==> src/rtl/vga_pkg.sv <==
// Shared VGA definitions: standard timing sets and the pixel-word field layout.
package vga_pkg;

  typedef struct packed {
    int hsize;
    int hfp;
    int hsp;
    int hmax;
    int vsize;
    int vfp;
    int vsp;
    int vmax;
    bit hspp;
    bit vspp;
  } vga_timing_t;

  localparam vga_timing_t T_640X480_60 = '{
    hsize: 640, hfp: 656, hsp: 752, hmax: 800,
    vsize: 480, vfp: 490, vsp: 492, vmax: 525,
    hspp: 1'b0, vspp: 1'b0
  };

  localparam vga_timing_t T_800X600_72 = '{
    hsize: 800, hfp: 856, hsp: 976, hmax: 1040,
    vsize: 600, vfp: 637, vsp: 643, vmax: 666,
    hspp: 1'b1, vspp: 1'b1
  };

  // Pixel word is {8'x, R, G, B}
  localparam int PIX_R_LSB = 16;
  localparam int PIX_G_LSB = 8;
  localparam int PIX_B_LSB = 0;

endpackage

==> src/rtl/vga_scanout_engine_if.sv <==
// Framebuffer read port: the engine issues address/strobe, memory returns data.
interface vga_scanout_engine_if #(
  parameter int ADDR_W = 19
);
  logic              rd_en;
  logic [ADDR_W-1:0] rd_addr;
  logic [31:0]       rd_data;

  modport master (output rd_en, output rd_addr, input rd_data);
  modport slave  (input rd_en, input rd_addr, output rd_data);
endinterface

==> src/rtl/vga_delay_line.sv <==
// Fixed-depth shift register that resets every stage to a chosen idle pattern.
module vga_delay_line #(
  parameter int             DEPTH   = 2,
  parameter int             W       = 1,
  parameter logic [W-1:0]   RST_VAL = '0
) (
  input  logic         clk,
  input  logic         rst_n,
  input  logic [W-1:0] i_d,
  output logic [W-1:0] o_q
);

  logic [W-1:0] r_stage [DEPTH];

  // NOTE: every stage is reset so the outputs show blanking, not stale pixels, right after reset.
  always_ff @(posedge clk or negedge rst_n) begin
    if (!rst_n) begin
      for (int i = 0; i < DEPTH; i++) r_stage[i] <= RST_VAL;
    end else begin
      r_stage[0] <= i_d;
      for (int i = 1; i < DEPTH; i++) r_stage[i] <= r_stage[i-1];
    end
  end

  assign o_q = r_stage[DEPTH-1];

endmodule

==> src/rtl/vga_scanout_engine.sv <==
// VGA/DVI scan-out: timing counters, replicated framebuffer addressing,
// frame-boundary buffer swap and read-latency-aligned sync/enable/RGB.
module vga_scanout_engine
  import vga_pkg::*;
#(
  parameter int WIDTH      = 12,
  parameter int HSIZE      = T_800X600_72.hsize,
  parameter int HFP        = T_800X600_72.hfp,
  parameter int HSP        = T_800X600_72.hsp,
  parameter int HMAX       = T_800X600_72.hmax,
  parameter int VSIZE      = T_800X600_72.vsize,
  parameter int VFP        = T_800X600_72.vfp,
  parameter int VSP        = T_800X600_72.vsp,
  parameter int VMAX       = T_800X600_72.vmax,
  parameter int HSPP       = 1,
  parameter int VSPP       = 1,
  parameter int ADDR_W     = 19,
  parameter int SCALE_LOG2 = 0,
  parameter int RD_LAT     = 2
) (
  input  logic                   clk,
  input  logic                   rst_n,
  input  logic [ADDR_W-1:0]      base_a,
  input  logic [ADDR_W-1:0]      base_b,
  input  logic                   swap_req,
  output logic                   swap_ack,
  output logic                   buf_sel,
  vga_scanout_engine_if.master   fb,
  output logic                   hsync,
  output logic                   vsync,
  output logic                   data_enable,
  output logic [7:0]             red,
  output logic [7:0]             green,
  output logic [7:0]             blue,
  output logic                   frame_start,
  output logic [WIDTH-1:0]       hdata,
  output logic [WIDTH-1:0]       vdata
);

  if (SCALE_LOG2 < 0 || SCALE_LOG2 > 3) begin : g_bad_scale
    $error("vga_scanout_engine: SCALE_LOG2 must be 0..3");
  end
  if ((HSIZE % (1 << SCALE_LOG2)) != 0) begin : g_bad_hsize
    $error("vga_scanout_engine: HSIZE must be divisible by 2**SCALE_LOG2");
  end
  if (RD_LAT < 1 || RD_LAT > 4) begin : g_bad_lat
    $error("vga_scanout_engine: RD_LAT must be 1..4");
  end

  localparam logic [WIDTH-1:0]  L_HSIZE = WIDTH'(HSIZE);
  localparam logic [WIDTH-1:0]  L_HFP   = WIDTH'(HFP);
  localparam logic [WIDTH-1:0]  L_HSP   = WIDTH'(HSP);
  localparam logic [WIDTH-1:0]  L_HEND  = WIDTH'(HMAX - 1);
  localparam logic [WIDTH-1:0]  L_VSIZE = WIDTH'(VSIZE);
  localparam logic [WIDTH-1:0]  L_VFP   = WIDTH'(VFP);
  localparam logic [WIDTH-1:0]  L_VSP   = WIDTH'(VSP);
  localparam logic [WIDTH-1:0]  L_VEND  = WIDTH'(VMAX - 1);
  localparam logic [WIDTH-1:0]  L_SMASK = WIDTH'((1 << SCALE_LOG2) - 1);
  localparam logic [ADDR_W-1:0] L_LSTEP = ADDR_W'(HSIZE >> SCALE_LOG2);
  localparam logic              L_HSPP  = (HSPP != 0);
  localparam logic              L_VSPP  = (VSPP != 0);
  localparam logic [3:0]        L_IDLE  = {~L_HSPP, ~L_VSPP, 2'b00};

  logic [WIDTH-1:0]  r_hdata, r_vdata;
  logic [ADDR_W-1:0] r_line_base, r_pix_off;
  logic              r_buf_sel, r_swap_ack, r_pend, r_base_vld;

  logic              w_line_end, w_frame_end, w_visible, w_do_swap, w_next_sel;
  logic              w_hs_raw, w_vs_raw, w_fs_raw;
  logic [ADDR_W-1:0] w_line_base, w_next_base;
  logic [3:0]        w_dl_q;
  logic              w_unused_pad;

  assign w_line_end  = (r_hdata == L_HEND);
  assign w_frame_end = w_line_end && (r_vdata == L_VEND);
  assign w_visible   = (r_hdata < L_HSIZE) && (r_vdata < L_VSIZE);
  assign w_do_swap   = w_frame_end && (r_pend || swap_req);
  assign w_next_sel  = r_buf_sel ^ w_do_swap;
  assign w_next_base = w_next_sel ? base_b : base_a;
  // Until the first clock after reset the line base has not been captured yet.
  assign w_line_base = r_base_vld ? r_line_base : base_a;

  assign w_hs_raw = ((r_hdata >= L_HFP) && (r_hdata < L_HSP)) ? L_HSPP : ~L_HSPP;
  assign w_vs_raw = ((r_vdata >= L_VFP) && (r_vdata < L_VSP)) ? L_VSPP : ~L_VSPP;
  assign w_fs_raw = (r_hdata == '0) && (r_vdata == '0);

  always_ff @(posedge clk or negedge rst_n) begin
    if (!rst_n) begin
      r_hdata     <= '0;
      r_vdata     <= '0;
      r_line_base <= '0;
      r_pix_off   <= '0;
      r_buf_sel   <= 1'b0;
      r_swap_ack  <= 1'b0;
      r_pend      <= 1'b0;
      r_base_vld  <= 1'b0;
    end else begin
      r_base_vld <= 1'b1;
      r_swap_ack <= w_do_swap;
      r_buf_sel  <= w_next_sel;
      r_pend     <= w_frame_end ? 1'b0 : (r_pend | swap_req);

      if (w_line_end) begin
        r_hdata   <= '0;
        r_pix_off <= '0;
        r_vdata   <= w_frame_end ? '0 : r_vdata + WIDTH'(1);
      end else begin
        r_hdata <= r_hdata + WIDTH'(1);
        if (w_visible && ((r_hdata & L_SMASK) == L_SMASK))
          r_pix_off <= r_pix_off + ADDR_W'(1);
      end

      // Each source row is repeated 2^S times, so step only after its last copy.
      if (w_frame_end)
        r_line_base <= w_next_base;
      else if (w_line_end && ((r_vdata & L_SMASK) == L_SMASK))
        r_line_base <= w_line_base + L_LSTEP;
      else
        r_line_base <= w_line_base;
    end
  end

  vga_delay_line #(
    .DEPTH   (RD_LAT),
    .W       (4),
    .RST_VAL (L_IDLE)
  ) u_delay (
    .clk   (clk),
    .rst_n (rst_n),
    .i_d   ({w_hs_raw, w_vs_raw, w_visible, w_fs_raw}),
    .o_q   (w_dl_q)
  );

  // Counters sit at (0,0) during reset, so the strobe is held off by the reset pin itself.
  assign fb.rd_en   = w_visible && rst_n;
  assign fb.rd_addr = w_line_base + r_pix_off;

  assign hsync       = w_dl_q[3];
  assign vsync       = w_dl_q[2];
  assign data_enable = w_dl_q[1];
  assign frame_start = w_dl_q[0];

  assign red          = data_enable ? fb.rd_data[PIX_R_LSB +: 8] : 8'h00;
  assign green        = data_enable ? fb.rd_data[PIX_G_LSB +: 8] : 8'h00;
  assign blue         = data_enable ? fb.rd_data[PIX_B_LSB +: 8] : 8'h00;
  assign w_unused_pad = ^fb.rd_data[31:24];

  assign swap_ack = r_swap_ack;
  assign buf_sel  = r_buf_sel;
  assign hdata    = r_hdata;
  assign vdata    = r_vdata;

endmodule

==> src/flat_wrapper.sv <==
// flat-port wrapper written by rule: the top's interface ports become plain ports
module vga_scanout_engine_flat import vga_pkg::*;
#(
  parameter int WIDTH      = 12,
  parameter int HSIZE      = T_800X600_72.hsize,
  parameter int HFP        = T_800X600_72.hfp,
  parameter int HSP        = T_800X600_72.hsp,
  parameter int HMAX       = T_800X600_72.hmax,
  parameter int VSIZE      = T_800X600_72.vsize,
  parameter int VFP        = T_800X600_72.vfp,
  parameter int VSP        = T_800X600_72.vsp,
  parameter int VMAX       = T_800X600_72.vmax,
  parameter int HSPP       = 1,
  parameter int VSPP       = 1,
  parameter int ADDR_W     = 19,
  parameter int SCALE_LOG2 = 0,
  parameter int RD_LAT     = 2
)
  (clk, rst_n, base_a, base_b, swap_req, swap_ack, buf_sel, hsync, vsync, data_enable, red, green, blue, frame_start, hdata, vdata, fb_rd_en, fb_rd_addr, fb_rd_data);
  vga_scanout_engine_if #(.ADDR_W(ADDR_W)) fb_i ();
  input  logic clk;
  input  logic rst_n;
  input  logic [ADDR_W-1:0] base_a;
  input  logic [ADDR_W-1:0] base_b;
  input  logic swap_req;
  output logic swap_ack;
  output logic buf_sel;
  output logic hsync;
  output logic vsync;
  output logic data_enable;
  output logic [7:0] red;
  output logic [7:0] green;
  output logic [7:0] blue;
  output logic frame_start;
  output logic [WIDTH-1:0] hdata;
  output logic [WIDTH-1:0] vdata;
  output wire logic [$bits(fb_i.rd_en)-1:0] fb_rd_en;
  output wire logic [$bits(fb_i.rd_addr)-1:0] fb_rd_addr;
  input wire logic [$bits(fb_i.rd_data)-1:0] fb_rd_data;
  assign fb_rd_en = fb_i.rd_en;
  assign fb_rd_addr = fb_i.rd_addr;
  assign fb_i.rd_data = fb_rd_data;
  vga_scanout_engine #(.WIDTH(WIDTH), .HSIZE(HSIZE), .HFP(HFP), .HSP(HSP), .HMAX(HMAX), .VSIZE(VSIZE), .VFP(VFP), .VSP(VSP), .VMAX(VMAX), .HSPP(HSPP), .VSPP(VSPP), .ADDR_W(ADDR_W), .SCALE_LOG2(SCALE_LOG2), .RD_LAT(RD_LAT)) u_core (.clk(clk), .rst_n(rst_n), .base_a(base_a), .base_b(base_b), .swap_req(swap_req), .swap_ack(swap_ack), .buf_sel(buf_sel), .fb(fb_i), .hsync(hsync), .vsync(vsync), .data_enable(data_enable), .red(red), .green(green), .blue(blue), .frame_start(frame_start), .hdata(hdata), .vdata(vdata));
endmodule
==> config.mk <==
export PLATFORM = sky130hd
export DESIGN_NAME = vga_scanout_engine_flat
export DESIGN_NICKNAME = d
export VERILOG_FILES = /design/src/rtl/vga_pkg.sv /design/src/rtl/vga_scanout_engine_if.sv /design/src/rtl/vga_delay_line.sv /design/src/rtl/vga_scanout_engine.sv /design/src/flat_wrapper.sv
export SDC_FILE = /design/constraint.sdc
export NUM_CORES = 1
export LEC_CHECK = 0
export BUFFER_PORTS_ARGS = -buffer_cell sky130_fd_sc_hd__buf_2
export CORE_MARGIN = 3
export CORE_UTILIZATION = 45
export CTS_CLUSTER_DIAMETER = 80
export DETAILED_ROUTE_END_ITERATION = 8
export PLACE_DENSITY = 0.66
export SLEW_MARGIN = 20
export SYNTH_ARGS = -nofsm -noshare
export SYNTH_HDL_FRONTEND = slang
export SYNTH_SLANG_ARGS = --single-unit
==> constraint.sdc <==
create_clock -name clk -period 7.02 [get_ports clk]
set_input_delay 1.404 -clock clk [delete_from_list [all_inputs] [get_ports clk]]
set_output_delay 1.404 -clock clk [all_outputs]
set_load 0.1 [all_outputs]
==> results.md <==
* Initial Util at 47.1%
* Worst setup slack after layout at 1.53 ns
* GR Util met3 at 3.32%
* Max_cap viols at 0
* Power density relative to cell area at 200 nW/um2
* Worst EP arrival at 4.08 ns
* Count of warnings emitted by yosys at 0
* Reg clk slew, reported paths at 0.06 ns
* Synthesized flop and latch total at 74
* Synthesized cell area at 5490 um2
* Count of input and output buffers at 138
* Element type at the critical path end: output port
* Antenna viol nets, final at 0
* Antenna violations before repair at 1
* Gr usage total at 23.0%
* Worst-case headroom to the max-slew limit at 36.7%
* Cell-by-cell trace of the critical path: buf_2 > mux2i_1 > inv_1 > ha_1 > and3_1 > a22o_1 > or2_2 > o21a_1 > o311ai_1 > buf_2
* Via total after detailed routing at 5310
* Share of power burned in registers at 33.5%
* Final min period at 5.49 ns
* Core Area at 11700 um2
* Final hold violation count at 0
* Worst stage delay on the critical path at 0.47 ns
* Fraction of power consumed by combinational cells at 28.0%
* Slowest library cell on the worst path: buf_2
* Clock latency reported for the late side of the worst-skew pair at 0.34 ns
* Slew at the pin closest to its max-slew limit at 0.950 ns
* Worst-case setup slack after placement at 1.56 ns
* Area enclosed by the die boundary at 13600 um2
* Final clock period utilization by the worst path at 78.1%
* Remaining global-route overflow at 0
* Data required, critical path at 5.62 ns
* Number of failing setup endpoints in the final timing report at 0
* Switching Fraction at 35.7%
* Most common cell type on the critical path: buf_2
* Number of top-level pins at 147
* Number of setup buffers added after CTS at 0
* CTS sink cnt at 74
* Synthesized netlist cell count at 633
* Worst hold slack across all endpoints at 0.347 ns
* Clock tree from TritonCTS: done
* Ratio of cells with drive above 1 in the final layout at 24.4%
* Vias per std cell at 5.86
* Post-synth EDFFs at 0
* Wirelength, routed at 15400 um
* Nets at 857
* Clock Skews at 0.00693 ns
* Wire length of the first global-routing pass at 24700 um
* Worst supply voltage drop on vdd at 0.000121 V
* Die Width at 116 um
* Critical path start-end classification: in2out
* CTS Root Buffer Type: clkbuf_16
* Maximum net fanout on the critical path at 11
* Type of origin of the critical path: input pin
* Internal power component at 848 uW
* Sequential element share of the synthesized area at 33.7%
* Hold bufs inserted after CTS at 0
* Grt peak-use layer: met2
* Global routing met2 resource utilization at 35.4%
* Clock buffer count from CTS at 9
* Routed wirelength normalized by instance count at 17.0 um
* Number of fillers in the final layout at 1077
* Number of global-route vias before repair at 4901
* Utilization of the core after routing at 56.6%
* Net switching power at 471 uW
* Global placer's final weighted congestion at 0.911
* Detailed placement HPWL at 11700 um
* DIE HEIGHT at 116 um
* Area added between synthesis and finish at 20.3%
* Mapped Avg Cell Area at 8.67 um2
* H-tree levels at 3
* Leakage at 0.00311 uW
* Syn_nets at 732
* Max clock buf depth at 2
* Detailed router's first-iteration violation count at 412
* Worst min path class: reg2reg
* Total instance count after detailed placement at 890
* Number of remaining DRC errors at 0
* Pins over their slew limit at 0
* Maximum achievable frequency at 0.182 GHz
* Main flop type after synthesis: dfrtp_1
* Global routing met1 resource utilization at 33.2%
* Clock network power share at 38.5%
* Number of iterations in the first detailed-routing pass at 5
* Number of distinct library cells after synthesis at 67
* Number of cells upsized or downsized after cts at 0
* Share of async-settable or async-resettable flops after synthesis at 100%
* Result of the run: completed
* Number of cells in the finished layout apart from fillers at 906
* RSZ-0062 raised after global routing: no
* Setup TNS at 0 ns
* Pin count of the biggest net entering global routing at 56
* # rows at 39
[registers in the layout, indices dropped and copies added (netlist names)]
signal,flops
u_core.r_base_vld,1
u_core.buf_sel,1
u_core.u_delay.o_q,4
u_core.r_pend,1
u_core.swap_ack,1
u_core.r_line_base,19
u_core.hdata,12
u_core.u_delay.r_stage,4
u_core.r_pix_off,19
u_core.vdata,12
[cells by family (layout without fill, tap and decap cells)]
family / count (synthesis) / in the layout / synth area share [%]
AOI/OAI and AO/OA: 140 / 140 / 17.5
xor gates and xnor gates: 47 / 47 / 7.50
adders and majority gates: 26 / 26 / 6.06
buffers and inverters: 52 / 181 / 3.92
DFF: 74 / 74 / 33.7
muxes: 27 / 27 / 5.31
other: 1 / 2 / 0.0683
and+or+nand+nor: 266 / 266 / 25.9
[power groups by stage]
stage / clock, uW / combinational (uW) / sequential, uW
2_1_floorplan: 0 / 293 / 449
3_3_place_gp: 0 / 365 / 450
3_5_place_dp: 0 / 369 / 450
4_1_cts: 519 / 370 / 442
5_1_grt: 535 / 392 / 443
6_report: 508 / 369 / 443
[per-layer routing]
| layer | share of wire [%] | routed length [um] |
|---|---|---|
| met1 | 46 | 7060 |
| met3 | 6.6 | 1010 |
| met2 | 45 | 6960 |
| met5 | 0 | 0 |
| met4 | 2.2 | 341 |
[per-stage QoR]
stage	total power (uW)	instance area [um2]
2_1_floorplan	741	5490
3_3_place_gp	814	6270
3_5_place_dp	819	6270
4_1_cts	1330	6600
5_1_grt	1370	6600
6_report	1320	6600
[critical path, delay by kind of cell]
kind | cells | cell delay, ns
compound gates | 3 | 0.70
simple gates | 2 | 0.59
fa+ha+maj | 1 | 0.42
buf+inv | 3 | 0.71
mux | 1 | 0.22
[synthesized netlist by cell type, types with 5 or more instances]
| library cell | count | area, um2 |
|---|---|---|
| nand2_1 | 48 | 180 |
| nand4_1 | 17 | 106 |
| ha_1 | 25 | 313 |
| xnor2_1 | 36 | 315 |
| o21a_1 | 5 | 37.5 |
| a21oi_1 | 24 | 120 |
| mux2_2 | 17 | 191 |
| o31ai_1 | 9 | 67.6 |
| nor4_1 | 14 | 87.6 |
| a21o_1 | 13 | 97.6 |
| and2_1 | 28 | 175 |
| clkbuf_1 | 20 | 75.1 |
| mux2i_1 | 10 | 100 |
| inv_1 | 22 | 82.6 |
| o21ai_0 | 24 | 120 |
| nor2b_1 | 8 | 50.1 |
| or3_1 | 5 | 31.3 |
| nor3_1 | 18 | 90.1 |
| o211ai_1 | 10 | 75.1 |
| xor2_1 | 11 | 96.3 |
| nor2_1 | 46 | 173 |
| a31oi_1 | 13 | 81.3 |
| dfrtp_1 | 74 | 1850 |
| and3_1 | 18 | 113 |
| nand3_1 | 37 | 185 |
[worst paths after layout]
path                                                          start                             endpoint  slack, ns  cells after the start
worst max-delay path                                     base_a[12]                       fb_rd_addr[18]       1.53                     10
worst min-delay path            u_core.u_delay.r_stage[5]$_DFF_PN0_      u_core.u_delay.o_q[1]$_DFF_PN0_       0.35                      0
worst max register to register            u_core.hdata[5]$_DFF_PN0_     u_core.r_line_base[11]$_DFF_PN0_       4.03                      6
worst min register to register  u_core.u_delay.r_stage[5]$_DFF_PN0_      u_core.u_delay.o_q[1]$_DFF_PN0_       0.35                      0
max in group asynchronous                                     rst_n     u_core.r_line_base[15]$_DFF_PN0_       5.08                      2
min in group asynchronous                                     rst_n  u_core.u_delay.r_stage[6]$_DFF_PN0_       0.95                      1
[cells in the final DEF (no fill, tap or decap), types with 4 or more instances in the layout]
| cell type | netlist | layout |
|---|---|---|
| mux2i_1 | 10 | 10 |
| nand2_1 | 48 | 48 |
| o21a_1 | 5 | 5 |
| xnor2_1 | 36 | 36 |
| clkbuf_16 | 0 | 9 |
| and2_1 | 28 | 28 |
| nor2b_1 | 8 | 8 |
| nand3b_1 | 4 | 4 |
| nor3b_1 | 4 | 4 |
| mux2_2 | 17 | 17 |
| inv_1 | 22 | 22 |
| a31oi_1 | 13 | 13 |
| o211ai_1 | 10 | 10 |
| o31ai_1 | 9 | 9 |
| nor3_1 | 18 | 18 |
| and4_1 | 4 | 4 |
| o21ai_0 | 24 | 24 |
| nand4_1 | 17 | 17 |
| nand3_1 | 37 | 37 |
| buf_4 | 0 | 7 |
| dfrtp_1 | 74 | 74 |
| ha_1 | 25 | 25 |
| nor2_1 | 46 | 46 |
| and3_1 | 18 | 18 |
| nor4_1 | 14 | 14 |
| a2111oi_0 | 4 | 4 |
| buf_2 | 4 | 137 |
| a21oi_1 | 24 | 24 |
| xor2_1 | 11 | 11 |
| or3_1 | 5 | 5 |
| a21o_1 | 13 | 13 |
[cell type report]
cell class / count / area [um2] / area share, %
inverters: 22 / 82.6 / 1.25
multi-input cells: 507 / 3420 / 51.8
repair buffers: 144 / 738 / 11.2
flip-flops and latches: 74 / 1850 / 28.0
clock inverters: 5 / 86.3 / 1.31
diodes: 1 / 2.50 / 0.0379
well taps: 143 / 179 / 2.71
clock buffers: 10 / 239 / 3.62
No activity file was read; power rests on OpenSTA's default activity.
